$ cat src/rtl/ro_ctrl_if.sv
// rtl/ro_ctrl_if.sv - readout selector signal bundle (select inputs, data words, registered outputs)
interface ro_ctrl_if #(
  parameter int DATA_WIDTH = 30
);

  // Readout mode and DMRO column select
  logic                  RO_SEL;
  logic [1:0]            DMRO_COL;

  // Candidate data words
  logic [DATA_WIDTH-1:0] DataDMRO0;
  logic [DATA_WIDTH-1:0] DataDMRO1;
  logic [DATA_WIDTH-1:0] DataDMRO2;
  logic [DATA_WIDTH-1:0] DataDMRO3;
  logic [DATA_WIDTH-1:0] DataSRO;

  // Registered results toward the serializer
  logic [DATA_WIDTH-1:0] DataOut;
  logic                  SelChanged;
`ifdef RO_CTRL_PARITY_EN
  logic                  DataParity;
`endif

`ifdef RO_CTRL_PARITY_EN
  // Upstream side: drives selects and data, observes the registered word
  modport master (
    output RO_SEL, DMRO_COL,
    output DataDMRO0, DataDMRO1, DataDMRO2, DataDMRO3, DataSRO,
    input  DataOut, SelChanged, DataParity
  );

  // Selector side
  modport slave (
    input  RO_SEL, DMRO_COL,
    input  DataDMRO0, DataDMRO1, DataDMRO2, DataDMRO3, DataSRO,
    output DataOut, SelChanged, DataParity
  );
`else
  // Upstream side: drives selects and data, observes the registered word
  modport master (
    output RO_SEL, DMRO_COL,
    output DataDMRO0, DataDMRO1, DataDMRO2, DataDMRO3, DataSRO,
    input  DataOut, SelChanged
  );

  // Selector side
  modport slave (
    input  RO_SEL, DMRO_COL,
    input  DataDMRO0, DataDMRO1, DataDMRO2, DataDMRO3, DataSRO,
    output DataOut, SelChanged
  );
`endif

endinterface

$ cat src/rtl/ro_ctrl.sv
// rtl/ro_ctrl.sv - ETROC1 readout-path selector: registered DMRO/SRO mux with source-change strobe; optional parity via RO_CTRL_PARITY_EN
module ro_ctrl #(
  parameter int DATA_WIDTH = 30
) (
  input logic        clock,
  input logic        reset,
  ro_ctrl_if.slave   bus
);

  // Source IDs: 0..3 are DMRO columns, 4 is SRO
  localparam logic [2:0] SRC_SRO = 3'd4;

  logic [2:0]            w_src;
  logic [DATA_WIDTH-1:0] w_data;

  logic [DATA_WIDTH-1:0] r_data;
  logic [2:0]            r_src_prev;
  logic                  r_sel_changed;

  // Effective source: DMRO_COL is irrelevant while SRO is selected, so it
  // cannot cause a strobe in that mode
  always_comb begin
    w_src = 3'd0;
    if (bus.RO_SEL) begin
      w_src = SRC_SRO;
    end else begin
      w_src = {1'b0, bus.DMRO_COL};
    end
  end

  // Data word of the effective source, sampled at the same edge as the select
  always_comb begin
    w_data = '0;
    case (w_src)
      3'd0:    w_data = bus.DataDMRO0;
      3'd1:    w_data = bus.DataDMRO1;
      3'd2:    w_data = bus.DataDMRO2;
      3'd3:    w_data = bus.DataDMRO3;
      default: w_data = bus.DataSRO;
    endcase
  end

  // Capture selected word and track source changes; reset forces column 0 as
  // the previous source so release with any other selection strobes once
  always_ff @(posedge clock) begin
    if (reset) begin
      r_data        <= '0;
      r_src_prev    <= 3'd0;
      r_sel_changed <= 1'b0;
    end else begin
      r_data        <= w_data;
      r_src_prev    <= w_src;
      r_sel_changed <= (w_src != r_src_prev);
    end
  end

  assign bus.DataOut    = r_data;
  assign bus.SelChanged = r_sel_changed;

`ifdef RO_CTRL_PARITY_EN
  logic r_parity;

  // Even parity over the captured word, registered in step with DataOut
  always_ff @(posedge clock) begin
    if (reset) begin
      r_parity <= 1'b0;
    end else begin
      r_parity <= ^w_data;
    end
  end

  assign bus.DataParity = r_parity;
`endif

endmodule

$ cat src/flat_wrapper.sv
// flat-port wrapper written by rule: the top's interface ports become plain ports
module ro_ctrl_flat 
#(
  parameter int DATA_WIDTH = 30
)
  (clock, reset, bus_RO_SEL, bus_DMRO_COL, bus_DataDMRO0, bus_DataDMRO1, bus_DataDMRO2, bus_DataDMRO3, bus_DataSRO, bus_DataOut, bus_SelChanged);
  ro_ctrl_if #(.DATA_WIDTH(DATA_WIDTH)) bus_i ();
  input logic clock;
  input logic reset;
  input wire logic [$bits(bus_i.RO_SEL)-1:0] bus_RO_SEL;
  input wire logic [$bits(bus_i.DMRO_COL)-1:0] bus_DMRO_COL;
  input wire logic [$bits(bus_i.DataDMRO0)-1:0] bus_DataDMRO0;
  input wire logic [$bits(bus_i.DataDMRO1)-1:0] bus_DataDMRO1;
  input wire logic [$bits(bus_i.DataDMRO2)-1:0] bus_DataDMRO2;
  input wire logic [$bits(bus_i.DataDMRO3)-1:0] bus_DataDMRO3;
  input wire logic [$bits(bus_i.DataSRO)-1:0] bus_DataSRO;
  output wire logic [$bits(bus_i.DataOut)-1:0] bus_DataOut;
  output wire logic [$bits(bus_i.SelChanged)-1:0] bus_SelChanged;
  assign bus_i.RO_SEL = bus_RO_SEL;
  assign bus_i.DMRO_COL = bus_DMRO_COL;
  assign bus_i.DataDMRO0 = bus_DataDMRO0;
  assign bus_i.DataDMRO1 = bus_DataDMRO1;
  assign bus_i.DataDMRO2 = bus_DataDMRO2;
  assign bus_i.DataDMRO3 = bus_DataDMRO3;
  assign bus_i.DataSRO = bus_DataSRO;
  assign bus_DataOut = bus_i.DataOut;
  assign bus_SelChanged = bus_i.SelChanged;
  ro_ctrl #(.DATA_WIDTH(DATA_WIDTH)) u_core (.clock(clock), .reset(reset), .bus(bus_i));
endmodule
$ cat config.mk
export PLATFORM = sky130hd
export DESIGN_NAME = ro_ctrl_flat
export DESIGN_NICKNAME = d
export VERILOG_FILES = /design/src/rtl/ro_ctrl_if.sv /design/src/rtl/ro_ctrl.sv /design/src/flat_wrapper.sv
export SDC_FILE = /design/constraint.sdc
export NUM_CORES = 1
export LEC_CHECK = 0
export BUFFER_PORTS_ARGS = -buffer_cell sky130_fd_sc_hd__buf_2
export CORE_AREA = 2 2 80 98
export DETAILED_ROUTE_END_ITERATION = 8
export DIE_AREA = 0 0 82 100
export GPL_TIMING_DRIVEN = 0
export HOLD_SLACK_MARGIN = 0.03
export PLACE_DENSITY_LB_ADDON = 0.08
export SKIP_CTS_REPAIR_TIMING = 1
export SLEW_MARGIN = 20
export SYNTH_ARGS = -nofsm -noshare
export SYNTH_HDL_FRONTEND = slang
export SYNTH_SLANG_ARGS = --single-unit
export TNS_END_PERCENT = 30
$ cat constraint.sdc
create_clock -name clock -period 1.15 [get_ports clock]
set_clock_uncertainty 0.1 [all_clocks]
set_input_delay 0.0575 -clock clock [delete_from_list [all_inputs] [get_ports clock]]
set_output_delay 0.0575 -clock clock [all_outputs]
set_load 0.01 [all_outputs]
==> qor.csv <==
stage,metric,value,unit
min_path,hold_path.class,primary input to flop,
synth,synthCells,222,
global_route,antenna_found_initial,0,
floorplanning,fp.dieH,100,um
synth,synthesis.nets,377,
global_route,grt_pass1_wl,12.1,mm
floorplanning,core,7360,um^2
outcome,violations,hold timing,
synth,yosys.area.top_type,dfxtp_1,
cells_and_area,antenna-diode-count,0,
cells_and_area,finalInstanceArea,4210,um^2
timing,slew_headroom,50.1,%
cells_and_area,final_layout_size_suffix_gt1_share,60.3,%
global_route,track_usage,19.6,%
worst_setup_path,crit_required,1190,ps
place,io_buffers,184,
worst_setup_path,crit_fanout,1,
run,maxCapViolCount,0,
synth,seq_area_frac_synth,28.3,%
routing,drt_iter0_markers,49,
power_and_ir_drop,powerDensity,804,nW/um^2
timing,setup_viol,0,
worst_setup_path,path_buf_inv,2,
floorplanning,die_w,82,um
timing,period_needed,1040,ps
worst_setup_path,path_cells,dlygate4sd3_1 > buf_2 > o32ai_1 > nor4_2,
timing,fin_crit_sh,90.7,%
synth,yosysTopAreaCellShare,28.3,%
cells_and_area,final_cell_count_no_fill,573,
worst_setup_path,endpoint_kind,flop,
cells_and_area,num-nets-final,637,
timing,rsz0062_at_grt,no,
routing,wl_per_cell,15.8,um
synth,synthTopCellsByArea,"dfxtp_1, nor4_2, o32ai_2, nor2b_1, a211oi_1",
routing,dr.pass1.iters,4,
worst_setup_path,worst-r2r-cell-count,3,
synth,synth-seq-cells,34,
timing,finalHoldViolations,1,
global_route,grt_pass1_vias,2521,
place,dpl_cell_area,3440,um^2
worst_setup_path,startpoint_type,primary input,
global_route,grt_max_degree,11,
worst_setup_path,path_class,primary input to flop,
synth,synth_warnings,0,
cts,cts_buffer_depth,2,
worst_setup_path,worst_path_max_delay_cell,dlygate4sd3_1,
min_path,hold_depth,3,
cts,htreeDepth,2,
worst_setup_path,arrival,1090,ps
power_and_ir_drop,leakage,1.81,nW
synth,synth_area_per_cell,10.8,um^2
cts,path_clk_slew,70,ps
timing,whs,-0.582,ps
routing,via_count,2795,
routing,vias_per_cell,4.88,
synth,synth_cell_types,27,
place,dpl.hpwl,6.47,mm
worst_setup_path,critical-path-top-delay-family,buffers and inverters,
timing,fmax,959,MHz
worst_setup_path,max_stage_delay,530,ps
timing,worstMarginPinSlew,749,ps
place,dp.cells,498,
outcome,status,"finished, violations left",
cts,clkSinkCount,34,
cts,cts_tree,yes,
routing,drc,0,
cts,numCtsBuffers,5,
global_route,overflow,0,
routing,ant_nets,0,
power_and_ir_drop,ir_worst_vdd,489,uV
cts,cts_root_buffer,clkbuf_8,
routing,wl,9.07,mm
floorplanning,io_pins,186,
worst_setup_path,cp_num_cells,4,
cells_and_area,syn2layout_area_growth,75.4,%
floorplanning,die_area,8200,um^2
place,gp_congestion,0.735,
cts,clkLatencyLatePin,290,ps
floorplanning,initial_core_util,32.6,%
synth,syn_area,2400,um^2
floorplanning,rows,35,
timing,drv_slew,0,
synth_stat cells, drive strengths merged:
| master | count |
|---|---|
| dfxtp | 34 |
| nor2 | 32 |
| nor4 | 31 |
| a211oi | 30 |
| nor2b | 30 |
| o32ai | 30 |
| buf | 20 |
| clkbuf | 5 |
| xor2 | 2 |
| inv | 1 |
| nand2b | 1 |
| nand3b | 1 |
| nor3 | 1 |
| nor3b | 1 |
| nor4b | 1 |
| or2 | 1 |
| or3b | 1 |
state kept, by name (all words and copies together), names as in the netlist:
name	count
u_core.bus.SelChanged	1
u_core.r_src_prev	3
u_core.bus.DataOut	30
layer usage:
layer	vias to the layer above	track usage (%)	part of all wire (%)
met5	-	0	0
met1	1288	21.9	39
met2	115	35.8	52
met4	0	5.26	0.98
met3	7	5.49	7.8
li1	1385	-	-
kinds of logic after synthesis:
kind of cell              count (synthesis)  synth area share (%)
xor gates and xnor gates                  2                 0.730
DFF                                      34                  28.3
AOI/OAI and AO/OA                        60                  27.0
and+or+nand+nor                         100                  34.4
buffers and inverters                    26                  9.54
final timing paths:
kind	from	to	slack (ps)
worst max-delay path	bus_DataDMRO0[13]	u_core.bus.DataOut[13]$_SDFF_PP0_	110
worst min-delay path	bus_DataSRO[5]	u_core.bus.DataOut[5]$_SDFF_PP0_	-0.6
worst max register to register	u_core.r_src_prev[1]$_SDFF_PP0_	u_core.bus.SelChanged$_SDFF_PP0_	150
worst min register to register	u_core.r_src_prev[1]$_SDFF_PP0_	u_core.bus.SelChanged$_SDFF_PP0_	490
layout make-up:
type,count,area [um^2]
tap,92,115
timing repair buffer,253,1610
multi-input combinational,162,1490
clock buffer,6,82.6
inverter,1,3.75
sequential,34,681
fill,667,3150
buffer,25,226
placed cells by master (no fill, tap or decap), types with 2 or more instances in the layout:
| master | synthesis | final |
|---|---|---|
| buf_2 | 7 | 191 |
| dlygate4sd3_1 | 0 | 69 |
| dfxtp_1 | 34 | 34 |
| nor2b_1 | 30 | 30 |
| nor4_2 | 30 | 30 |
| a211oi_1 | 22 | 22 |
| o32ai_2 | 16 | 16 |
| nor2_2 | 15 | 15 |
| o32ai_1 | 14 | 14 |
| nor2_1 | 12 | 12 |
| buf_6 | 8 | 8 |
| a211oi_2 | 8 | 8 |
| clkbuf_8 | 0 | 6 |
| nor2_4 | 5 | 5 |
| clkbuf_1 | 4 | 3 |
| buf_12 | 2 | 2 |
| buf_8 | 2 | 2 |
| xor2_1 | 2 | 2 |
worst min-delay path, stage by stage:
cell	delay (ps)
buf_2	70
o32ai_1	80
nor4_2	120
stage by stage:
| step | utilization (%) | worst slack (ps) | TNS (ps) | power [mW] |
|---|---|---|---|---|
| after floorplan | - | 107 | 0 | 1.85 |
| after global placement | 46.7 | -208 | -3850 | 2.31 |
| after detailed placement | 46.7 | -212 | -4160 | 2.32 |
| after CTS | 47.8 | 84.0 | 0 | 3.23 |
| after global routing | 57.2 | 46.8 | 0 | 3.56 |
| final | 57.2 | 107 | 0 | 3.38 |
power breakdown:
group,switching [mW],internal (mW)
Combinational,0.526,0.652
Clock,0.452,0.463
Sequential,0.0206,1.27
Total,0.999,2.39
No activity file was read; power rests on OpenSTA's default activity.
